## config.mk

```make
export PLATFORM = sky130hd
export DESIGN_NAME = arb_req_client_flat
export DESIGN_NICKNAME = d
export VERILOG_FILES = /design/src/rtl/arb_req_client_pkg.sv /design/src/rtl/arb_req_client_if.sv /design/src/rtl/arb_req_client_slot.sv /design/src/rtl/arb_req_client.sv /design/src/flat_wrapper.sv
export SDC_FILE = /design/constraint.sdc
export NUM_CORES = 1
export LEC_CHECK = 0
export ABC_AREA = 1
export CAP_MARGIN = 20
export CORE_MARGIN = 1.5
export CORE_UTILIZATION = 50
export CTS_BUF_LIST = sky130_fd_sc_hd__clkbuf_8
export CTS_CLUSTER_DIAMETER = 50
export DETAILED_ROUTE_END_ITERATION = 8
export GPL_ROUTABILITY_DRIVEN = 0
export GPL_TIMING_DRIVEN = 1
export PLACE_DENSITY = 0.69
export SLEW_MARGIN = 20
export SYNTH_ARGS = -nofsm -noshare
export SYNTH_HDL_FRONTEND = slang
export SYNTH_SLANG_ARGS = --single-unit
```

## constraint.sdc

```tcl
create_clock -name clk -period 3.3 [get_ports clk]
set_input_delay 0.66 -clock clk [delete_from_list [all_inputs] [get_ports clk]]
set_output_delay 0.66 -clock clk [all_outputs]
set_load 0.1 [all_outputs]
```

## src/rtl/arb_req_client_pkg.sv

```systemverilog
// -----------------------------------------------------------------------------
// arb_pkg
// Shared constants, types and helpers for the requester-side arbiter client.
//   N          : number of requesters (width of req/gnt vectors)
//   CNT_W      : width of each per-requester pending counter
//   STARVE_MAX : cycles a request may wait without a grant before it is flagged
// -----------------------------------------------------------------------------
package arb_pkg;

  localparam int N          = 16;
  localparam int CNT_W      = 4;
  localparam int STARVE_MAX = 32;
  localparam int IDX_W      = $clog2(N);

  typedef logic [N-1:0]     req_vec_t;
  typedef logic [IDX_W-1:0] idx_t;

  // Encode a one-hot vector. OR-ing the indices of all set bits gives the
  // exact index for one-hot input and needs no priority chain.
  function automatic idx_t onehot_to_idx(input req_vec_t v);
    idx_t idx;
    idx = '0;
    for (int i = 0; i < N; i++) begin
      if (v[i]) idx = idx | idx_t'(i);
    end
    return idx;
  endfunction

  // True when exactly one bit is set.
  function automatic logic is_onehot(input req_vec_t v);
    return (v != '0) && ((v & (v - req_vec_t'(1))) == '0);
  endfunction

  // Index of the lowest set bit; 0 when the vector is empty.
  function automatic idx_t lowest_idx(input req_vec_t v);
    idx_t idx;
    idx = '0;
    for (int i = N - 1; i >= 0; i--) begin
      if (v[i]) idx = idx_t'(i);
    end
    return idx;
  endfunction

endpackage

```

## src/rtl/arb_req_client_if.sv

```systemverilog
// -----------------------------------------------------------------------------
// arb_req_client_if
// Bundle of the client's request/grant and status signals.
//   push, gnt, err_clr          : driven by the environment (master)
//   full, req, gnt_vld, gnt_idx,
//   ovf, gnt_err, starve,
//   starve_idx                  : driven by the client (slave)
// -----------------------------------------------------------------------------
interface arb_req_client_if;
  import arb_pkg::*;

  req_vec_t push;
  req_vec_t full;
  req_vec_t req;
  req_vec_t gnt;
  logic     gnt_vld;
  idx_t     gnt_idx;
  logic     ovf;
  logic     gnt_err;
  logic     starve;
  idx_t     starve_idx;
  logic     err_clr;

  modport slave (
    input  push, gnt, err_clr,
    output full, req, gnt_vld, gnt_idx, ovf, gnt_err, starve, starve_idx
  );

  modport master (
    output push, gnt, err_clr,
    input  full, req, gnt_vld, gnt_idx, ovf, gnt_err, starve, starve_idx
  );

endinterface

```

## src/rtl/arb_req_client_slot.sv

```systemverilog
// -----------------------------------------------------------------------------
// arb_client_slot
// One requester's pending-transaction counter and starvation timer.
//   clk, rst   : clock and asynchronous active-low reset
//   push       : add one pending transaction (dropped when full, no dec)
//   dec        : a validated grant consumed one transaction this cycle
//   req_bit    : registered, count != 0
//   full_bit   : registered, count == maximum
//   starve_hit : timer has reached STARVE_MAX
// -----------------------------------------------------------------------------
module arb_client_slot #(
  parameter int CNT_W      = 4,
  parameter int STARVE_MAX = 32
) (
  input  logic clk,
  input  logic rst,
  input  logic push,
  input  logic dec,
  output logic req_bit,
  output logic full_bit,
  output logic starve_hit
);

  localparam int                 TMR_W   = $clog2(STARVE_MAX + 1);
  localparam logic [CNT_W-1:0]   CNT_MAX = '1;
  localparam logic [TMR_W-1:0]   TMR_MAX = TMR_W'(STARVE_MAX);

  logic [CNT_W-1:0] count_reg, count_next;
  logic [TMR_W-1:0] tmr_reg, tmr_next;
  logic             req_reg, full_reg;

  always_comb begin
    count_next = count_reg;
    // push together with dec cancels out; a push into a full slot is dropped.
    if (push && !dec) begin
      if (count_reg != CNT_MAX) count_next = count_reg + CNT_W'(1);
    end else if (dec && !push) begin
      // dec is only ever raised while req_reg is high, so no underflow.
      count_next = count_reg - CNT_W'(1);
    end
  end

  always_comb begin
    tmr_next = tmr_reg;
    if (!req_reg || dec) begin
      tmr_next = '0;
    end else if (tmr_reg != TMR_MAX) begin
      tmr_next = tmr_reg + TMR_W'(1);
    end
  end

  always_ff @(posedge clk or negedge rst) begin
    if (!rst) begin
      count_reg <= '0;
      tmr_reg   <= '0;
      req_reg   <= 1'b0;
      full_reg  <= 1'b0;
    end else begin
      count_reg <= count_next;
      tmr_reg   <= tmr_next;
      // Registered from the next count so req/full track the count exactly.
      req_reg   <= (count_next != '0);
      full_reg  <= (count_next == CNT_MAX);
    end
  end

  assign req_bit    = req_reg;
  assign full_bit   = full_reg;
  assign starve_hit = (tmr_reg == TMR_MAX);

endmodule

```

## src/rtl/arb_req_client.sv

```systemverilog
// -----------------------------------------------------------------------------
// arb_req_client
// Requester-side companion to a round-robin arbiter. Queues per-requester
// transaction counts, drives req, validates and encodes the arbiter's gnt,
// and raises sticky flags on overflow, malformed grants and starvation.
//   clk : clock, rising edge
//   rst : asynchronous reset, active-low
//   bus : arb_req_client_if.slave
//         push/gnt/err_clr in; full/req/gnt_vld/gnt_idx/ovf/gnt_err/
//         starve/starve_idx out
// -----------------------------------------------------------------------------
module arb_req_client
  import arb_pkg::*;
#(
  parameter int CNT_W_P      = arb_pkg::CNT_W,
  parameter int STARVE_MAX_P = arb_pkg::STARVE_MAX
) (
  input  logic             clk,
  input  logic             rst,
  arb_req_client_if.slave  bus
);

  req_vec_t req_vec, full_vec, starve_vec;
  req_vec_t dec_vec, ovf_vec;
  logic     gnt_valid, gnt_bad;

  logic     gnt_vld_reg, gnt_vld_next;
  idx_t     gnt_idx_reg, gnt_idx_next;
  logic     ovf_reg, ovf_next;
  logic     gnt_err_reg, gnt_err_next;
  logic     starve_reg, starve_next;
  idx_t     starve_idx_reg, starve_idx_next;

  // A grant is only honoured when it is one-hot and lands on a requester
  // that is actually asking; anything else non-zero is malformed.
  always_comb begin
    gnt_valid = is_onehot(bus.gnt) && ((bus.gnt & req_vec) != '0);
    gnt_bad   = (bus.gnt != '0) && !gnt_valid;
    dec_vec   = gnt_valid ? bus.gnt : '0;
    ovf_vec   = bus.push & full_vec & ~dec_vec;
  end

  genvar gi;
  generate
    for (gi = 0; gi < N; gi++) begin : g_slot
      arb_client_slot #(
        .CNT_W      (CNT_W_P),
        .STARVE_MAX (STARVE_MAX_P)
      ) u_slot (
        .clk        (clk),
        .rst        (rst),
        .push       (bus.push[gi]),
        .dec        (dec_vec[gi]),
        .req_bit    (req_vec[gi]),
        .full_bit   (full_vec[gi]),
        .starve_hit (starve_vec[gi])
      );
    end
  endgenerate

  always_comb begin
    gnt_vld_next    = gnt_valid;
    // Index holds its last value between pulses; it is only meaningful
    // while gnt_vld is high.
    gnt_idx_next    = gnt_valid ? onehot_to_idx(bus.gnt) : gnt_idx_reg;
    ovf_next        = ovf_reg;
    gnt_err_next    = gnt_err_reg;
    starve_next     = starve_reg;
    starve_idx_next = starve_idx_reg;
    if (bus.err_clr) begin
      // Clear wins; a persisting condition re-sets the flag a cycle later.
      ovf_next        = 1'b0;
      gnt_err_next    = 1'b0;
      starve_next     = 1'b0;
      starve_idx_next = '0;
    end else begin
      ovf_next     = ovf_reg | (|ovf_vec);
      gnt_err_next = gnt_err_reg | gnt_bad;
      // Capture only the first starvation event; the index is frozen after.
      if (!starve_reg && (|starve_vec)) begin
        starve_next     = 1'b1;
        starve_idx_next = lowest_idx(starve_vec);
      end
    end
  end

  always_ff @(posedge clk or negedge rst) begin
    if (!rst) begin
      gnt_vld_reg    <= 1'b0;
      gnt_idx_reg    <= '0;
      ovf_reg        <= 1'b0;
      gnt_err_reg    <= 1'b0;
      starve_reg     <= 1'b0;
      starve_idx_reg <= '0;
    end else begin
      gnt_vld_reg    <= gnt_vld_next;
      gnt_idx_reg    <= gnt_idx_next;
      ovf_reg        <= ovf_next;
      gnt_err_reg    <= gnt_err_next;
      starve_reg     <= starve_next;
      starve_idx_reg <= starve_idx_next;
    end
  end

  assign bus.req        = req_vec;
  assign bus.full       = full_vec;
  assign bus.gnt_vld    = gnt_vld_reg;
  assign bus.gnt_idx    = gnt_idx_reg;
  assign bus.ovf        = ovf_reg;
  assign bus.gnt_err    = gnt_err_reg;
  assign bus.starve     = starve_reg;
  assign bus.starve_idx = starve_idx_reg;

endmodule

```

## src/flat_wrapper.sv

```systemverilog
// flat-port wrapper written by rule: the top's interface ports become plain ports
module arb_req_client_flat import arb_pkg::*;
#(
  parameter int CNT_W_P      = arb_pkg::CNT_W,
  parameter int STARVE_MAX_P = arb_pkg::STARVE_MAX
)
  (clk, rst, bus_push, bus_gnt, bus_err_clr, bus_full, bus_req, bus_gnt_vld, bus_gnt_idx, bus_ovf, bus_gnt_err, bus_starve, bus_starve_idx);
  arb_req_client_if bus_i ();
  input  logic clk;
  input  logic rst;
  input wire logic [$bits(bus_i.push)-1:0] bus_push;
  input wire logic [$bits(bus_i.gnt)-1:0] bus_gnt;
  input wire logic [$bits(bus_i.err_clr)-1:0] bus_err_clr;
  output wire logic [$bits(bus_i.full)-1:0] bus_full;
  output wire logic [$bits(bus_i.req)-1:0] bus_req;
  output wire logic [$bits(bus_i.gnt_vld)-1:0] bus_gnt_vld;
  output wire logic [$bits(bus_i.gnt_idx)-1:0] bus_gnt_idx;
  output wire logic [$bits(bus_i.ovf)-1:0] bus_ovf;
  output wire logic [$bits(bus_i.gnt_err)-1:0] bus_gnt_err;
  output wire logic [$bits(bus_i.starve)-1:0] bus_starve;
  output wire logic [$bits(bus_i.starve_idx)-1:0] bus_starve_idx;
  assign bus_i.push = bus_push;
  assign bus_i.gnt = bus_gnt;
  assign bus_i.err_clr = bus_err_clr;
  assign bus_full = bus_i.full;
  assign bus_req = bus_i.req;
  assign bus_gnt_vld = bus_i.gnt_vld;
  assign bus_gnt_idx = bus_i.gnt_idx;
  assign bus_ovf = bus_i.ovf;
  assign bus_gnt_err = bus_i.gnt_err;
  assign bus_starve = bus_i.starve;
  assign bus_starve_idx = bus_i.starve_idx;
  arb_req_client #(.CNT_W_P(CNT_W_P), .STARVE_MAX_P(STARVE_MAX_P)) u_core (.clk(clk), .rst(rst), .bus(bus_i));
endmodule
```

==> impl_metrics.ini, run 1 <==
[sta]
whs_ns = 0.160
fmax_mhz = 357
rsz0062_at_grt = no
finalClockSkew_ns = 0.0152
timing_hold_violations_final = 0
tns_ns = 0
maxSlewViolCount = 0
setup_viol = 0
relSlewSlack_pct = 59.8
setup_ws_ns = 0.502
tightest_slew_ns = 0.603
final.min_clock_period_ns = 2.80
min_period_over_period_pct = 84.8

[synth]
ys_warn_count = 0
synthesis.area_um2 = 12700
syn_inst = 1720
synth_seq_cells = 204
synth_top_cell_area_share_pct = 40.1
synthFlopType = dfrtp_1
synth-edff-count = 0
yosys.area.top_type = dfrtp_1
synth_fp_nets = 1819
async_flop_share_pct = 100
yosys-top-cells-area = dfrtp_1 (40%), nand2_1 (14%), inv_1 (6.6%), ha_1 (6.3%), nor2_1 (6.1%)
avgSynthCellArea_um2 = 7.40
seq_area_frac_synth_pct = 40.1
synth.distinct_cells = 35
synth.most_common_cell = nand2_1
yosys-top-cells-count = nand2_1 (465), inv_1 (225), nor2_1 (207)

[clock_network]
clk_path_buf_depth = 3
ctsHoldBuffers = 0
cts_resized = 0
clockRootBuffer = clkbuf_8
clkLatencyLatePin_ns = 0.53
numCtsBuffers = 39
cts.sinks = 204
post_cts_buffers = 0
clk_pin_slew_ns = 0.05
cts_tree = done
htree_levels = 2

[detailed_routing]
antenna_left = 0
via_count = 11000
wirelength_um = 28700
drt_iter0_drc = 646
viasPerCell = 5.07
drtPass1Iterations = 6
drc = 0
wl_per_cell_um = 13.2

[die]
die_h_um = 163
rows = 58
pin_count = 79
coreArea_um2 = 25100
dieArea_um2 = 26400
die_w_um = 163
start_util_pct = 50.7

[global_routing]
grt-ovfl-total = 0
grt_start_max_net_pins = 73
grt_pass1_vias = 10300
grt_usage_pct = 22.5
grt_pass1_wl_um = 48700
antenna_found_initial = 0

[power]
vdd_drop_max_v = 0.000596
clock_power_share_pct = 19.5
power.internal_mw = 6.49
power_density_nw_per_um2 = 815
switching_share_pct = 44.8
power_leakage_nw = 7.63
power_mw = 11.8
comb_power_share_pct = 42.1
pwr-share-seq_pct = 38.4
power.net_switching_mw = 5.27

[cells_and_area]
fillers = 2358
syn2layout_area_growth_pct = 13.4
n_antenna_cell = 0
fin_nets = 1917
fin_util_pct = 57.5
largest_reg_flops = 96
fin_cells = 2167
drive_above_1_share_pct = 8.27
stdcell_area_um2 = 14400

[critical_path]
path_class = primary input to flip-flop
cpMostUsedCell = nand2_1
end_kind = flip-flop
crit_buf_inv = 2
cp.required_ns = 3.73
critPathMaxFanout = 11
slowest_delay_ns = 0.51
path_cells = clkdlybuf4s50_1 > nor2_1 > nand2_1 > nor2_1 > nand2_1 > nand2_1 > o21ai_0 > nor2_1 > nand2_1 > nor2_4 > buf_4 > nand3_2 > o21ai_0 > nand2_1 > nand2_1 > nand2_1 > nor2_1
crit_path_top_delay_cell = clkdlybuf4s50_1
critPathArrivalTime_ns = 3.23
critPathTopFamily = simple AND/OR/NAND/NOR gates
worstSetupStartpointType = primary input

[placement]
port-buffer-count = 78
place_area_um2 = 13700
dp.cells = 2107
place_hpwl_um = 21700
place_ws_ns = 0.0400

[run]
cap_violations = 0

[outcome]
outcome = completed

[min_path]
hold_path.class = primary input to async pin
==> cell usage in the layout (no fill, tap or decap), drive strengths merged, types with 33 or more instances in the layout <==
cell type	count
nor3	34
nor2	213
clkbuf	48
clkdlybuf4s50	33
nand2	471
xor2	58
a21oi	46
inv	234
buf	72
ha	64
dfrtp	204
nand3	164
o21ai	73
==> path summary, 6_finish.rpt <==
path                                                startpoint                             endpoint  slack [ns]  depth (start not counted)
max reg2reg                u_core.g_slot[10].u_slot.tmr_reg[0]             u_core.bus.starve_idx[1]        0.80                         13
max in group asynchronous                                  rst  u_core.g_slot[12].u_slot.tmr_reg[5]        2.37                          2
min reg2reg                           u_core.bus.starve_idx[2]             u_core.bus.starve_idx[2]        0.48                          2
max                                                 bus_gnt[6]     u_core.g_slot[1].u_slot.full_bit        0.50                         17
min                                                        rst   u_core.g_slot[1].u_slot.tmr_reg[5]        0.16                          1
min in group clk                      u_core.bus.starve_idx[2]             u_core.bus.starve_idx[2]        0.48                          2
==> cell families after synthesis <==
family                   share of synthesized area (%)
XOR/XNOR                                          5.09
buffers and inverters                             9.22
flip-flops                                        40.1
AO/OA/AOI/OAI                                     7.02
adder cells (fa/ha/maj)                           6.29
AND/OR/NAND/NOR                                   32.2
==> power by group through the flow <==
stage | sequential [mW] | combinational (mW) | clock, mW
after floorplan | 4.24 | 4.15 | 0
after global routing | 4.68 | 5.66 | 2.50
final | 4.51 | 4.95 | 2.29
after global placement | 4.50 | 4.83 | 0
after detailed placement | 4.52 | 4.96 | 0
after CTS | 4.50 | 4.98 | 2.37
==> cell type report <==
class,count,area [um^2],area share (%)
clock buffers,47,647,4.48
repair buffers,106,922,6.39
flip-flops and latches,204,5100,35.4
multi-input cells,1242,6440,44.7
clock inverters,13,56.3,0.390
inverters,225,845,5.85
well taps,330,413,2.86
==> layer usage <==
metal | share of wire (%) | vias up | global-route usage [%] | wire [um]
li1 | - | 5659 | - | -
met1 | 46 | 5038 | 30.3 | 13300
met2 | 46 | 229 | 37.0 | 13200
met3 | 5.3 | 50 | 4.30 | 1530
met4 | 2.3 | 0 | 6.67 | 651
met5 | 0 | - | 0 | 0
No activity file was read; power rests on OpenSTA's default activity.
==> run 2: changes to the inputs <==
==> constraint.sdc (replaced) <==
create_clock -name clk -period 2.71 [get_ports clk]
set_input_delay 0.542 -clock clk [delete_from_list [all_inputs] [get_ports clk]]
set_output_delay 0.542 -clock clk [all_outputs]
set_load 0.1 [all_outputs]
==> impl_metrics.ini, run 2 (synthesis gave the netlist of run 1 again) <==
[outcome]
outcome = finished, violations left
violations = hold timing

[sta]
timing_hold_violations_final = 10
final.min_clock_period_ns = 2.62
maxSlewViolCount = 0
min_period_over_period_pct = 96.5
whs_ns = -0.00224
finalClockSkew_ns = 0.0147
setup_viol = 0
tightest_slew_ns = 0.498
relSlewSlack_pct = 66.8
fmax_mhz = 382

[detailed_routing]
viasPerCell = 5.06
wl_per_cell_um = 13.3
drt_iter0_drc = 673
antenna_left = 0
wirelength_um = 30000
via_count = 11400
drc = 0
drtPass1Iterations = 5

[critical_path]
critPathMaxFanout = 8
critPathArrivalTime_ns = 3.07
worstSetupStartpointType = primary input
path_cells = clkdlybuf4s50_1 > nor2_1 > nand2_1 > o21ai_0 > nand2_1 > nor2_2 > nand3_2 > nor2_4 > clkbuf_16 > buf_6 > nand3_4 > or2_0 > nand3_1 > nand2_1 > nor2_1
slowest_delay_ns = 0.51
cp.required_ns = 3.17
path_class = primary input to flip-flop
crit_path_top_delay_cell = clkdlybuf4s50_1
r2r_slack_ns = 0.40
end_kind = flip-flop
cpMostUsedCell = nand2_1

[placement]
place_hpwl_um = 22200
port-buffer-count = 78

[clock_network]
numCtsBuffers = 39
clkLatencyLatePin_ns = 0.53
clk_pin_slew_ns = 0.06
cts_tree = done
clockRootBuffer = clkbuf_8
htree_levels = 2
clk_path_buf_depth = 3
ctsHoldBuffers = 0
cts.sinks = 204

[power]
power_mw = 14.8
power.net_switching_mw = 6.58
power.internal_mw = 8.21
vdd_drop_max_v = 0.000681
power_leakage_nw = 8.14
comb_power_share_pct = 42.3
pwr-share-seq_pct = 37.1
clock_power_share_pct = 20.5
switching_share_pct = 44.5
power_density_nw_per_um2 = 972

[global_routing]
grt-ovfl-total = 0
grt_usage_pct = 23.3
antenna_found_initial = 0
grt_pass1_wl_um = 50500
grt_pass1_vias = 10900
grt_start_max_net_pins = 69

[cells_and_area]
mostFrequentLayoutCell = nand2_1
largest_reg_flops = 96
fillers = 2290
drive_above_1_share_pct = 13.1
syn2layout_area_growth_pct = 19.5
n_antenna_cell = 0
fin_nets = 1986
layout_common_cells = nand2_1 (455), inv_1 (239), dfrtp_1 (204)

[die]
die_h_um = 163
pin_count = 79
start_util_pct = 50.7
rows = 58
coreArea_um2 = 25100
dieArea_um2 = 26400
die_w_um = 163

[run]
cap_violations = 0

[min_path]
hold_path.class = primary input to async pin
## run 2: cell count changes in the layout (fill, tap and decap cells not counted), moves of 5 or more
cell / previous run / this run
nand3_2: 10 / 17
inv_1: 234 / 239
clkdlybuf4s50_1: 33 / 22
nand2_1: 465 / 455
nand3_1: 151 / 143
dlymetal6s2s_1: 0 / 11
buf_4: 69 / 135
nor2_1: 207 / 199
nand2_2: 6 / 15
## run 2: what timing repair did
item                       4_1_cts  5_1_grt
resized for setup                0       52
hold endpoints to repair         0        0
buffers inserted                 0        7
setup endpoints to repair        0       60
## run 2: critical path: cells and delay by family
| family | cells | cell delay (ns) |
|---|---|---|
| simple gates | 11 | 1.49 |
| buf+inv | 3 | 0.85 |
| compound gates | 1 | 0.20 |
## run 2: area by class of cell
type	instances	area, um^2	share of cell area [%]
multi-input combinational	1242	6560	43.2
inverter	225	845	5.55
clock buffer	49	674	4.43
sequential	204	5100	33.6
timing repair buffer	175	1500	9.84
clock inverter	20	111	0.732
tap	330	413	2.72
## run 2: worst paths after layout
kind,startpoint,end,cells past startpoint
max in group asynchronous,rst,u_core.bus.gnt_err,2
setup reg to reg,u_core.g_slot[14].u_slot.tmr_reg[0],u_core.bus.starve_idx[1],13
setup / recovery,bus_gnt[4],u_core.g_slot[3].u_slot.full_bit,15
min in group clk,u_core.bus.starve_idx[0],u_core.bus.starve_idx[0],2
hold / removal,rst,u_core.g_slot[2].u_slot.tmr_reg[5],1
hold reg to reg,u_core.bus.starve_idx[0],u_core.bus.starve_idx[0],2
## run 2: power groups by stage
stage / sequential, mW / combinational (mW) / clock, mW
after global routing: 5.69 / 7.13 / 3.26
after floorplan: 5.16 / 5.05 / 0
after detailed placement: 5.51 / 6.20 / 0
final: 5.49 / 6.26 / 3.04
after global placement: 5.47 / 6.00 / 0
after CTS: 5.48 / 6.24 / 3.12
## run 2: per-stage QoR
stage / TNS [ns] / worst slack, ns / cell area, um^2 / cells / utilization, %
6_report: 0 / 0.0941 / 15200 / 2245 / 60.6
2_1_floorplan: 0 / 0.411 / 12700 / 1720 / -
4_1_cts: 0 / 0.0755 / 15000 / 2237 / 59.6
5_1_grt: -0.188 / -0.0266 / 15200 / 2245 / 60.6
3_5_place_dp: -47.30 / -0.438 / 14200 / 2168 / 56.5
3_3_place_gp: -46.77 / -0.466 / 14200 / 2168 / 56.5
## run 2: layer usage
| metal | up-vias | track usage [%] | part of all wire [%] | wire, um |
|---|---|---|---|---|
| met5 | - | 0 | 0 | 0 |
| met2 | 238 | 38.3 | 46 | 13900 |
| met3 | 66 | 4.13 | 4.8 | 1450 |
| met1 | 5242 | 31.5 | 46 | 13800 |
| met4 | 0 | 7.09 | 2.8 | 828 |
| li1 | 5805 | - | - | - |
==> run 3: changes to the inputs <==
--- a/config.mk
+++ b/config.mk
@@ -15,6 +15,7 @@
 export GPL_ROUTABILITY_DRIVEN = 0
 export GPL_TIMING_DRIVEN = 1
 export PLACE_DENSITY = 0.69
+export RECOVER_POWER = 100
 export SLEW_MARGIN = 20
 export SYNTH_ARGS = -nofsm -noshare
 export SYNTH_HDL_FRONTEND = slang
==> impl_metrics.ini, run 3 (synthesis gave the netlist of run 1 again) <==
[sta]
timing_hold_violations_final = 0
setup_viol = 0
finalClockSkew_ns = 0.0166
tightest_slew_ns = 1.49
relSlewSlack_pct = 0.904
final.min_clock_period_ns = 2.59
fmax_mhz = 386
min_period_over_period_pct = 95.6
maxSlewViolCount = 0

[global_routing]
grt_pass1_wl_um = 50500
grt_usage_pct = 23.3
grt-ovfl-total = 0
antenna_found_initial = 0
grt_start_max_net_pins = 69
grt_pass1_vias = 10900

[critical_path]
cpMostUsedCell = nand2_1
end_kind = flip-flop
path_cells = clkdlybuf4s50_1 > buf_4 > inv_2 > nand2_1 > nor2_1 > nand2_1 > nand2_1 > nand2_1 > nor2_2 > nand3_2 > nor2_4 > clkbuf_16 > buf_6 > nand3_4 > or2_0 > nand3_1 > nand2_1 > nor2_1
critPathTopFamily = simple AND/OR/NAND/NOR gates
crit_path_top_delay_cell = clkdlybuf4s50_1
slowest_delay_ns = 0.43
cp.required_ns = 3.17
critPathMaxFanout = 8
crit_buf_inv = 5
critPathArrivalTime_ns = 3.05
worstSetupStartpointType = primary input
path_class = primary input to flip-flop
r2r_slack_ns = 0.40

[cells_and_area]
stdcell_area_um2 = 15000
syn2layout_area_growth_pct = 18.0
largest_reg_flops = 96
n_antenna_cell = 0
multi_input_area_um2 = 6560
mostFrequentLayoutCell = nand2_1
fin_nets = 1986
drive_above_1_share_pct = 11.2
fin_util_pct = 59.8
fillers = 2330
layout_common_cells = nand2_1 (455), inv_1 (239), dfrtp_1 (204)
register_area_um2 = 5100
fin_cells = 2245

[die]
pin_count = 79
die_w_um = 163
coreArea_um2 = 25100
rows = 58
die_h_um = 163
dieArea_um2 = 26400
start_util_pct = 50.7

[placement]
place_area_um2 = 14200
place_hpwl_um = 22200
port-buffer-count = 78
dp.cells = 2168

[clock_network]
cts_tree = done
numCtsBuffers = 39
clk_pin_slew_ns = 0.06
ctsHoldBuffers = 0
clkLatencyLatePin_ns = 0.53
clockRootBuffer = clkbuf_8
clk_path_buf_depth = 3
htree_levels = 2
cts.sinks = 204

[min_path]
hold_path.class = primary input to async pin

[outcome]
outcome = completed

[detailed_routing]
viasPerCell = 5.05
drc = 0
wirelength_um = 30000
drtPass1Iterations = 5
drt_iter0_drc = 688
antenna_left = 0
wl_per_cell_um = 13.4
via_count = 11300

[run]
cap_violations = 0

[power]
power_leakage_nw = 7.98
vdd_drop_max_v = 0.000673
power_density_nw_per_um2 = 978
run 3: changes by cell type in the layout (fill, tap and decap cells not counted), sizes merged:
cell    delta
buf       -46
clkbuf    +46
run 3: routing by layer:
metal	vias to the layer above	GRT usage (%)	part of all wire [%]
met5	-	0	0
met4	0	7.09	2.3
met3	55	4.13	4.6
met2	223	38.3	47
met1	5253	31.5	46
li1	5798	-	-
run 3: final timing paths:
check | start | endpoint | cells past startpoint
max in group asynchronous | rst | u_core.g_slot[13].u_slot.tmr_reg[0] | 2
setup / recovery | bus_gnt[5] | u_core.g_slot[3].u_slot.full_bit | 18
setup reg to reg | u_core.g_slot[14].u_slot.tmr_reg[0] | u_core.bus.starve_idx[1] | 13
hold / removal | rst | u_core.g_slot[1].u_slot.tmr_reg[4] | 1
min in group clk | u_core.bus.starve_idx[0] | u_core.bus.starve_idx[0] | 2
hold reg to reg | u_core.bus.starve_idx[0] | u_core.bus.starve_idx[0] | 2
run 3: layout make-up:
cell class                      instances  share of cell area (%)
Multi-Input combinational cell       1242                    43.7
Inverter                              225                    5.63
Sequential cell                       204                    34.0
Clock inverter                         20                   0.742
Clock buffer                           49                    4.49
Tap cell                              330                    2.75
Timing Repair Buffer                  175                    8.68
run 3: power breakdown:
part	switching, mW	internal [mW]	total, mW	leakage [nW]
Sequential	1.33	4.16	5.49	2.56
Combinational	3.94	2.22	6.16	4.96
Clock	1.32	1.72	3.04	0.454
run 3: timing repair:
item | 4_1_cts | 5_1_grt
resized for setup | 0 | 52
endpoints found under the setup margin | 0 | 60
buffers inserted | 0 | 7
run 3: through the flow:
| stage | total power [mW] | setup TNS, ns | hold slack [ns] | setup slack [ns] |
|---|---|---|---|---|
| after floorplan | 10.2 | 0 | 0.246 | 0.411 |
| after global placement | 11.5 | -46.77 | 0.471 | -0.466 |
| after detailed placement | 11.7 | -47.30 | 0.473 | -0.438 |
| after CTS | 14.8 | 0 | 0.00203 | 0.0755 |
| after global routing | 16.0 | -0.188 | 0.478 | -0.0266 |
| final | 14.7 | 0 | 0.381 | 0.119 |
run 3: worst register-to-register path, cell delays in order, from the launching register on:
cell and delay (ns):
dfrtp_1 0.40, inv_1 0.07, ha_1 0.19, nand3_1 0.16, inv_1 0.10, nor2_1 0.16
nand3_1 0.15, nor2_1 0.22, a21oi_1 0.10, nor2_1 0.11, or2_0 0.29, nor2_1 0.08
o31ai_1 0.09, nand2_1 0.08
